==> config.mk <==
export PLATFORM = sky130hd
export DESIGN_NAME = hex_display_arbiter_flat
export DESIGN_NICKNAME = d
export VERILOG_FILES = /design/src/rtl/hex_display_arbiter_if.sv /design/src/rtl/hex_display_arbiter.sv /design/src/flat_wrapper.sv
export SDC_FILE = /design/constraint.sdc
export NUM_CORES = 1
export LEC_CHECK = 0
export BUFFER_PORTS_ARGS = -buffer_cell sky130_fd_sc_hd__buf_4
export CORE_MARGIN = 2
export CORE_UTILIZATION = 45
export DETAILED_ROUTE_END_ITERATION = 6
export GPL_ROUTABILITY_DRIVEN = 1
export PLACE_DENSITY = 0.72
export SYNTH_ARGS = -nofsm -noshare
export SYNTH_HDL_FRONTEND = slang
export SYNTH_SLANG_ARGS = --single-unit
==> constraint.sdc <==
create_clock -name clk -period 4.1 [get_ports clk]
set_clock_uncertainty 0.2 [all_clocks]
set_input_delay 0.41 -clock clk [delete_from_list [all_inputs] [get_ports clk]]
set_output_delay 0.41 -clock clk [all_outputs]
set_load 0.05 [all_outputs]
==> src/rtl/hex_display_arbiter_if.sv <==
// hex_display_arbiter_if: request/acknowledge and display bus of the
// hex display arbiter. The master side (requesters and scan timer) drives
// requests, data and scan_tick; the slave side (the arbiter) drives the
// acknowledges, the owner indication and the multiplexed display outputs.
interface hex_display_arbiter_if;
    logic        req_a;
    logic [15:0] data_a;
    logic        ack_a;
    logic        req_b;
    logic [15:0] data_b;
    logic        ack_b;
    logic        scan_tick;
    logic [3:0]  hexout;
    logic [3:0]  digit_sel;
    logic [1:0]  owner;

    modport master (
        output req_a, data_a, req_b, data_b, scan_tick,
        input  ack_a, ack_b, hexout, digit_sel, owner
    );

    modport slave (
        input  req_a, data_a, req_b, data_b, scan_tick,
        output ack_a, ack_b, hexout, digit_sel, owner
    );
endinterface

==> src/rtl/hex_display_arbiter.sv <==
// hex_display_arbiter: two-requester round-robin arbiter owning a 16-bit
// display register, shown nibble by nibble on a 4-digit multiplexed
// 7-segment display (active-low digit enables).
// A grant acknowledges for one cycle, then the value is held for
// HOLD_CYCLES cycles before the next grant is considered.
// Optional feature macro: HEXDISP_BLANK_EN enables leading-zero blanking
// (digit 0 is always lit).
module hex_display_arbiter #(
    parameter int unsigned HOLD_CYCLES = 16,
    parameter int unsigned SCAN_DIGITS = 4
) (
    input  logic                  clk,
    input  logic                  rst_n,
    hex_display_arbiter_if.slave  bus
);

    typedef enum logic [1:0] {
        IDLE    = 2'd0,
        GRANT_A = 2'd1,
        GRANT_B = 2'd2,
        HOLD    = 2'd3
    } state_t;

    localparam logic [15:0] HOLD_LOAD = 16'(HOLD_CYCLES - 1);
    localparam logic [1:0]  SCAN_LAST = 2'(SCAN_DIGITS - 1);

    state_t      r_state;
    state_t      w_next_state;
    logic [15:0] r_disp;
    logic [15:0] r_hold_cnt;
    logic [1:0]  r_scan;
    logic        r_last_b;
    logic        r_ack_a;
    logic        r_ack_b;
    logic [1:0]  r_owner;
    logic [3:0]  r_hexout;
    logic [3:0]  r_digit_sel;
    logic        w_arb_a;
    logic        w_arb_b;
    logic [3:0]  w_nibble;
    logic [3:0]  w_digit_sel;

    // Round-robin choice: on a tie the requester not granted last wins.
    always_comb begin
        w_arb_a = bus.req_a && (!bus.req_b || r_last_b);
        w_arb_b = bus.req_b && (!bus.req_a || !r_last_b);
    end

    // Next-state logic. The last HOLD edge arbitrates exactly as IDLE does,
    // so a waiting request is granted on the cycle right after the hold ends
    // and acks are spaced HOLD_CYCLES+1 cycles apart.
    always_comb begin
        w_next_state = r_state;
        case (r_state)
            IDLE: begin
                if (w_arb_a)      w_next_state = GRANT_A;
                else if (w_arb_b) w_next_state = GRANT_B;
                else              w_next_state = IDLE;
            end
            GRANT_A: w_next_state = HOLD;
            GRANT_B: w_next_state = HOLD;
            HOLD: begin
                if (r_hold_cnt == 16'd0) begin
                    if (w_arb_a)      w_next_state = GRANT_A;
                    else if (w_arb_b) w_next_state = GRANT_B;
                    else              w_next_state = IDLE;
                end else begin
                    w_next_state = HOLD;
                end
            end
            default: w_next_state = IDLE;
        endcase
    end

    // State, display capture, ownership, acknowledge pulses and hold timer.
    always_ff @(posedge clk or negedge rst_n) begin
        if (!rst_n) begin
            r_state    <= IDLE;
            r_disp     <= 16'h0000;
            r_hold_cnt <= 16'd0;
            r_last_b   <= 1'b1;
            r_ack_a    <= 1'b0;
            r_ack_b    <= 1'b0;
            r_owner    <= 2'b00;
        end else begin
            r_state <= w_next_state;
            r_ack_a <= (w_next_state == GRANT_A);
            r_ack_b <= (w_next_state == GRANT_B);
            if (w_next_state == GRANT_A) begin
                r_disp   <= bus.data_a;
                r_owner  <= 2'b01;
                r_last_b <= 1'b0;
            end else if (w_next_state == GRANT_B) begin
                r_disp   <= bus.data_b;
                r_owner  <= 2'b10;
                r_last_b <= 1'b1;
            end else begin
                r_disp   <= r_disp;
                r_owner  <= r_owner;
                r_last_b <= r_last_b;
            end
            if ((w_next_state == HOLD) && (r_state != HOLD)) begin
                r_hold_cnt <= HOLD_LOAD;
            end else if ((r_state == HOLD) && (r_hold_cnt != 16'd0)) begin
                r_hold_cnt <= r_hold_cnt - 16'd1;
            end else begin
                r_hold_cnt <= r_hold_cnt;
            end
        end
    end

    // Scan position advances on every scan_tick regardless of FSM state.
    always_ff @(posedge clk or negedge rst_n) begin
        if (!rst_n) begin
            r_scan <= 2'd0;
        end else if (bus.scan_tick) begin
            if (r_scan == SCAN_LAST) r_scan <= 2'd0;
            else                     r_scan <= r_scan + 2'd1;
        end else begin
            r_scan <= r_scan;
        end
    end

`ifdef HEXDISP_BLANK_EN
    logic [1:0] w_msd;

    // Index of the most significant nonzero nibble (0 when all zero).
    always_comb begin
        if (r_disp[15:12] != 4'h0)     w_msd = 2'd3;
        else if (r_disp[11:8] != 4'h0) w_msd = 2'd2;
        else if (r_disp[7:4] != 4'h0)  w_msd = 2'd1;
        else                           w_msd = 2'd0;
    end
`endif

    // Nibble and active-low digit enable for the current scan slot.
    always_comb begin
        w_nibble    = 4'h0;
        w_digit_sel = 4'b1111;
        case (r_scan)
            2'd0: begin w_nibble = r_disp[3:0];   w_digit_sel = 4'b1110; end
            2'd1: begin w_nibble = r_disp[7:4];   w_digit_sel = 4'b1101; end
            2'd2: begin w_nibble = r_disp[11:8];  w_digit_sel = 4'b1011; end
            2'd3: begin w_nibble = r_disp[15:12]; w_digit_sel = 4'b0111; end
            default: begin w_nibble = 4'h0; w_digit_sel = 4'b1111; end
        endcase
`ifdef HEXDISP_BLANK_EN
        if (r_scan > w_msd) begin
            w_digit_sel = 4'b1111;
        end else begin
            w_digit_sel = w_digit_sel;
        end
`endif
    end

    // Display outputs registered one cycle behind the scan counter.
    always_ff @(posedge clk or negedge rst_n) begin
        if (!rst_n) begin
            r_hexout    <= 4'h0;
            r_digit_sel <= 4'b1110;
        end else begin
            r_hexout    <= w_nibble;
            r_digit_sel <= w_digit_sel;
        end
    end

    assign bus.ack_a     = r_ack_a;
    assign bus.ack_b     = r_ack_b;
    assign bus.owner     = r_owner;
    assign bus.hexout    = r_hexout;
    assign bus.digit_sel = r_digit_sel;

endmodule
==> src/flat_wrapper.sv <==
// flat-port wrapper written by rule: the top's interface ports become plain ports
module hex_display_arbiter_flat 
#(
    parameter int unsigned HOLD_CYCLES = 16,
    parameter int unsigned SCAN_DIGITS = 4
)
  (clk, rst_n, bus_req_a, bus_data_a, bus_req_b, bus_data_b, bus_scan_tick, bus_ack_a, bus_ack_b, bus_hexout, bus_digit_sel, bus_owner);
  hex_display_arbiter_if bus_i ();
  input  logic clk;
  input  logic rst_n;
  input wire logic [$bits(bus_i.req_a)-1:0] bus_req_a;
  input wire logic [$bits(bus_i.data_a)-1:0] bus_data_a;
  input wire logic [$bits(bus_i.req_b)-1:0] bus_req_b;
  input wire logic [$bits(bus_i.data_b)-1:0] bus_data_b;
  input wire logic [$bits(bus_i.scan_tick)-1:0] bus_scan_tick;
  output wire logic [$bits(bus_i.ack_a)-1:0] bus_ack_a;
  output wire logic [$bits(bus_i.ack_b)-1:0] bus_ack_b;
  output wire logic [$bits(bus_i.hexout)-1:0] bus_hexout;
  output wire logic [$bits(bus_i.digit_sel)-1:0] bus_digit_sel;
  output wire logic [$bits(bus_i.owner)-1:0] bus_owner;
  assign bus_i.req_a = bus_req_a;
  assign bus_i.data_a = bus_data_a;
  assign bus_i.req_b = bus_req_b;
  assign bus_i.data_b = bus_data_b;
  assign bus_i.scan_tick = bus_scan_tick;
  assign bus_ack_a = bus_i.ack_a;
  assign bus_ack_b = bus_i.ack_b;
  assign bus_hexout = bus_i.hexout;
  assign bus_digit_sel = bus_i.digit_sel;
  assign bus_owner = bus_i.owner;
  hex_display_arbiter #(.HOLD_CYCLES(HOLD_CYCLES), .SCAN_DIGITS(SCAN_DIGITS)) u_core (.clk(clk), .rst_n(rst_n), .bus(bus_i));
endmodule
==> impl_metrics.py <==
metrics = {
    "clock_tree": {
        "h-tree-depth": 2,
        "cts_root_buf": "clkbuf_8",
        "clk-insertion-delay-late_ps": 310,
        "post_cts_buffers": 0,
        "ctsResizeCount": 0,
        "cts_tree": "yes",
        "clkTransAtPathRegs_ps": 100,
        "cts_buffer_depth": 2,
        "cts-buffers-inserted": 5,
        "cts.sinks": 49,
    },
    "drt": {
        "highest_layer": "met4",
        "post_drt_wl_per_cell_microns": 13.6,
        "ant_nets": 0,
        "drtIter0Drc": 170,
        "wl_met1_microns": 2340,
        "post-route-drc-count": 0,
        "via_per_inst": 5.32,
        "met2_length_microns": 2310,
        "wl_met3_microns": 259,
        "drtPass1Iterations": 5,
        "vias": 1935,
        "wl_microns": 4960,
    },
    "pwr": {
        "finalPower_mw": 2.39,
        "switching_power_mw": 1.10,
        "p_seq_share_pct": 32.7,
        "p_clk_share_pct": 12.1,
        "swShare_pct": 45.8,
        "pwr-share-comb_pct": 55.2,
        "p_int_mw": 1.30,
        "p_leak_nw": 1.39,
        "p_per_area_nw_per_um2": 789,
        "vdd_drop_max_mv": 0.535,
    },
    "setup_path": {
        "crit_type": "flip-flop to flip-flop",
        "cp_max_fo": 19,
        "crit_family": "simple AND/OR/NAND/NOR gates",
        "endpoint_kind": "flip-flop",
        "path_cells": "or4_1 -> nor4b_4 -> nand2_1 -> o311ai_1 -> ha_1 -> buf_4 -> o21ai_0",
        "start_kind": "flip-flop",
        "critical_path_required_ps": 4090,
        "cpPeakStageDelay_ps": 700,
        "critical_path_arrival_ps": 3350,
        "crit_path_top_delay_cell": "or4_1",
        "critPathBufInv": 1,
    },
    "sta": {
        "hold-worst-slack_ps": 102,
        "tightest_slew_ps": 614,
        "slew-limit-headroom_pct": 59.1,
        "fin_crit_ps": 3360,
        "setup_viol": 0,
        "rsz0062_at_grt": "false",
        "finalHoldViolCount": 0,
        "drv_slew": 0,
        "fin_crit_sh_pct": 81.9,
        "fin_tns_setup_ps": 0,
        "max_freq_mhz": 298,
    },
    "logic_synthesis": {
        "synth-seq-area-share_pct": 49.4,
        "yosysUniqueCellTypes": 45,
        "syn_nets": 290,
        "synth.avg_cell_area_sq_um": 10.3,
        "ys_warn_count": 0,
        "synth_area_sq_um": 2490,
        "synth_edf_count": 0,
        "synthFlopType": "dfrtp_1",
        "synthCells": 242,
        "ys_ff_latch": 49,
        "synthArstFlopShare_pct": 100,
    },
    "floorplanning": {
        "die_w_microns": 78.4,
        "rows": 27,
        "core_area_sq_um": 5440,
        "die_area_sq_um": 6150,
        "chipHeight_microns": 78.4,
        "initial_core_util_pct": 45.8,
        "io_pins": 49,
    },
    "finish": {
        "final_area_sq_um": 3030,
        "drive_gt1_share_pct": 26.7,
        "layout.nets": 339,
        "fin_cells": 364,
        "num_antenna_cells": 0,
        "mostFrequentLayoutCells": "buf_4, dfrtp_1, nand2_1",
        "nFillCells": 484,
        "layout_commonest_cell": "buf_4",
        "syn2layout_area_growth_pct": 21.6,
    },
    "placement": {
        "dpl_cell_area_sq_um": 2930,
        "place_inst": 355,
        "io_buffers": 48,
        "gp_congestion": 0.761,
        "detailed_place_hpwl_microns": 3590,
    },
    "grt": {
        "grt_pass1_vias": 1875,
        "grt.overflow.total": 0,
        "antenna_found_initial": 0,
        "grt_pass1_wl_microns": 8460,
        "grt.total_usage_pct": 17.3,
        "grt_max_degree": 50,
    },
    "run": {
        "max_cap_violations": 0,
    },
    "status": {
        "status": "complete, no violations",
    },
    "min_path": {
        "hold_class": "input pin to flip-flop",
    },
}
## final cells by class
type | instances | area, sq um | share of cell area (%)
inverter | 15 | 56.3 | 1.86
timing repair buffer | 55 | 415 | 13.7
clock inverter | 3 | 22.5 | 0.743
clock buffer | 5 | 68.8 | 2.27
tap | 72 | 90.1 | 2.97
sequential | 49 | 1230 | 40.6
multi-input combinational | 165 | 1150 | 37.8
## state kept, by name, summed over array words and instances, names as in the netlist
signal	count
u_core.r_hold_cnt	16
u_core.r_state	2
u_core.r_disp	16
u_core.bus.ack_b	1
u_core.bus.ack_a	1
u_core.bus.owner	2
u_core.bus.digit_sel	4
u_core.bus.hexout	4
u_core.r_last_b	1
u_core.r_scan	2
## worst paths after layout
check | startpoint | end | slack, ps | depth (start not counted)
worst max-delay path | u_core.r_hold_cnt[11] | u_core.r_disp[14] | 740 | 7
worst min-delay path | bus_scan_tick | u_core.r_scan[0] | 100 | 2
worst max register to register | u_core.r_hold_cnt[11] | u_core.r_disp[14] | 740 | 7
worst min register to register | u_core.r_last_b | u_core.r_last_b | 290 | 2
max in group asynchronous | rst_n | u_core.r_hold_cnt[13] | 2820 | 2
min in group asynchronous | rst_n | u_core.r_disp[11] | 460 | 2
## metal layers
layer,vias to the layer above,track usage [%]
li1,961,-
met1,917,23.7
met2,52,27.8
met3,5,4.14
met4,0,4.39
met5,-,0
## timing repair
| action | in CTS | in global routing |
|---|---|---|
| hold buffers | 1 | 0 |
| hold endpoints to repair | 45 | 0 |
| setup endpoints to repair | 0 | 0 |
## synthesized netlist by cell type, types with 3 or more instances
| library cell | count | share of area, % |
|---|---|---|
| dfrtp_1 | 45 | 45 |
| nand2_1 | 25 | 3.8 |
| o21ai_0 | 23 | 4.6 |
| mux2i_1 | 17 | 6.8 |
| nor2_1 | 16 | 2.4 |
| inv_1 | 14 | 2.1 |
| a21oi_1 | 11 | 2.2 |
| ha_1 | 11 | 5.5 |
| clkbuf_1 | 10 | 1.5 |
| mux2_2 | 6 | 2.7 |
| nor2b_1 | 5 | 1.3 |
| or3_1 | 5 | 1.3 |
| a222oi_1 | 4 | 1.6 |
| dfstp_2 | 4 | 4.2 |
| nor3_1 | 4 | 0.80 |
| a311oi_1 | 3 | 1.1 |
| nand3_1 | 3 | 0.60 |
| o31ai_1 | 3 | 0.90 |
| or4_1 | 3 | 0.90 |
## stage by stage
stage	worst slack (ps)	util [%]
final	744	55.7
after global routing	481	55.7
after CTS	733	55.7
after detailed placement	729	53.9
after global placement	849	53.9
after floorplan	603	-
## power groups by stage
stage | Clock, mW | Combinational [mW] | Sequential, mW
after floorplan | 0 | 0.836 | 0.952
after global placement | 0 | 1.30 | 0.787
after detailed placement | 0 | 1.34 | 0.789
after CTS | 0.294 | 1.34 | 0.782
after global routing | 0.315 | 1.49 | 0.803
final | 0.289 | 1.32 | 0.782
## kinds of logic (layout without fill, tap and decap cells)
group	after synthesis	count (layout)	share of synthesized area [%]
mux	23	23	9.54
compound gates	60	60	16.3
buf+inv	28	78	4.62
fa+ha+maj	11	11	5.52
flops	49	49	49.4
simple gates	71	71	14.6
Power figures use the tool's default switching activity.
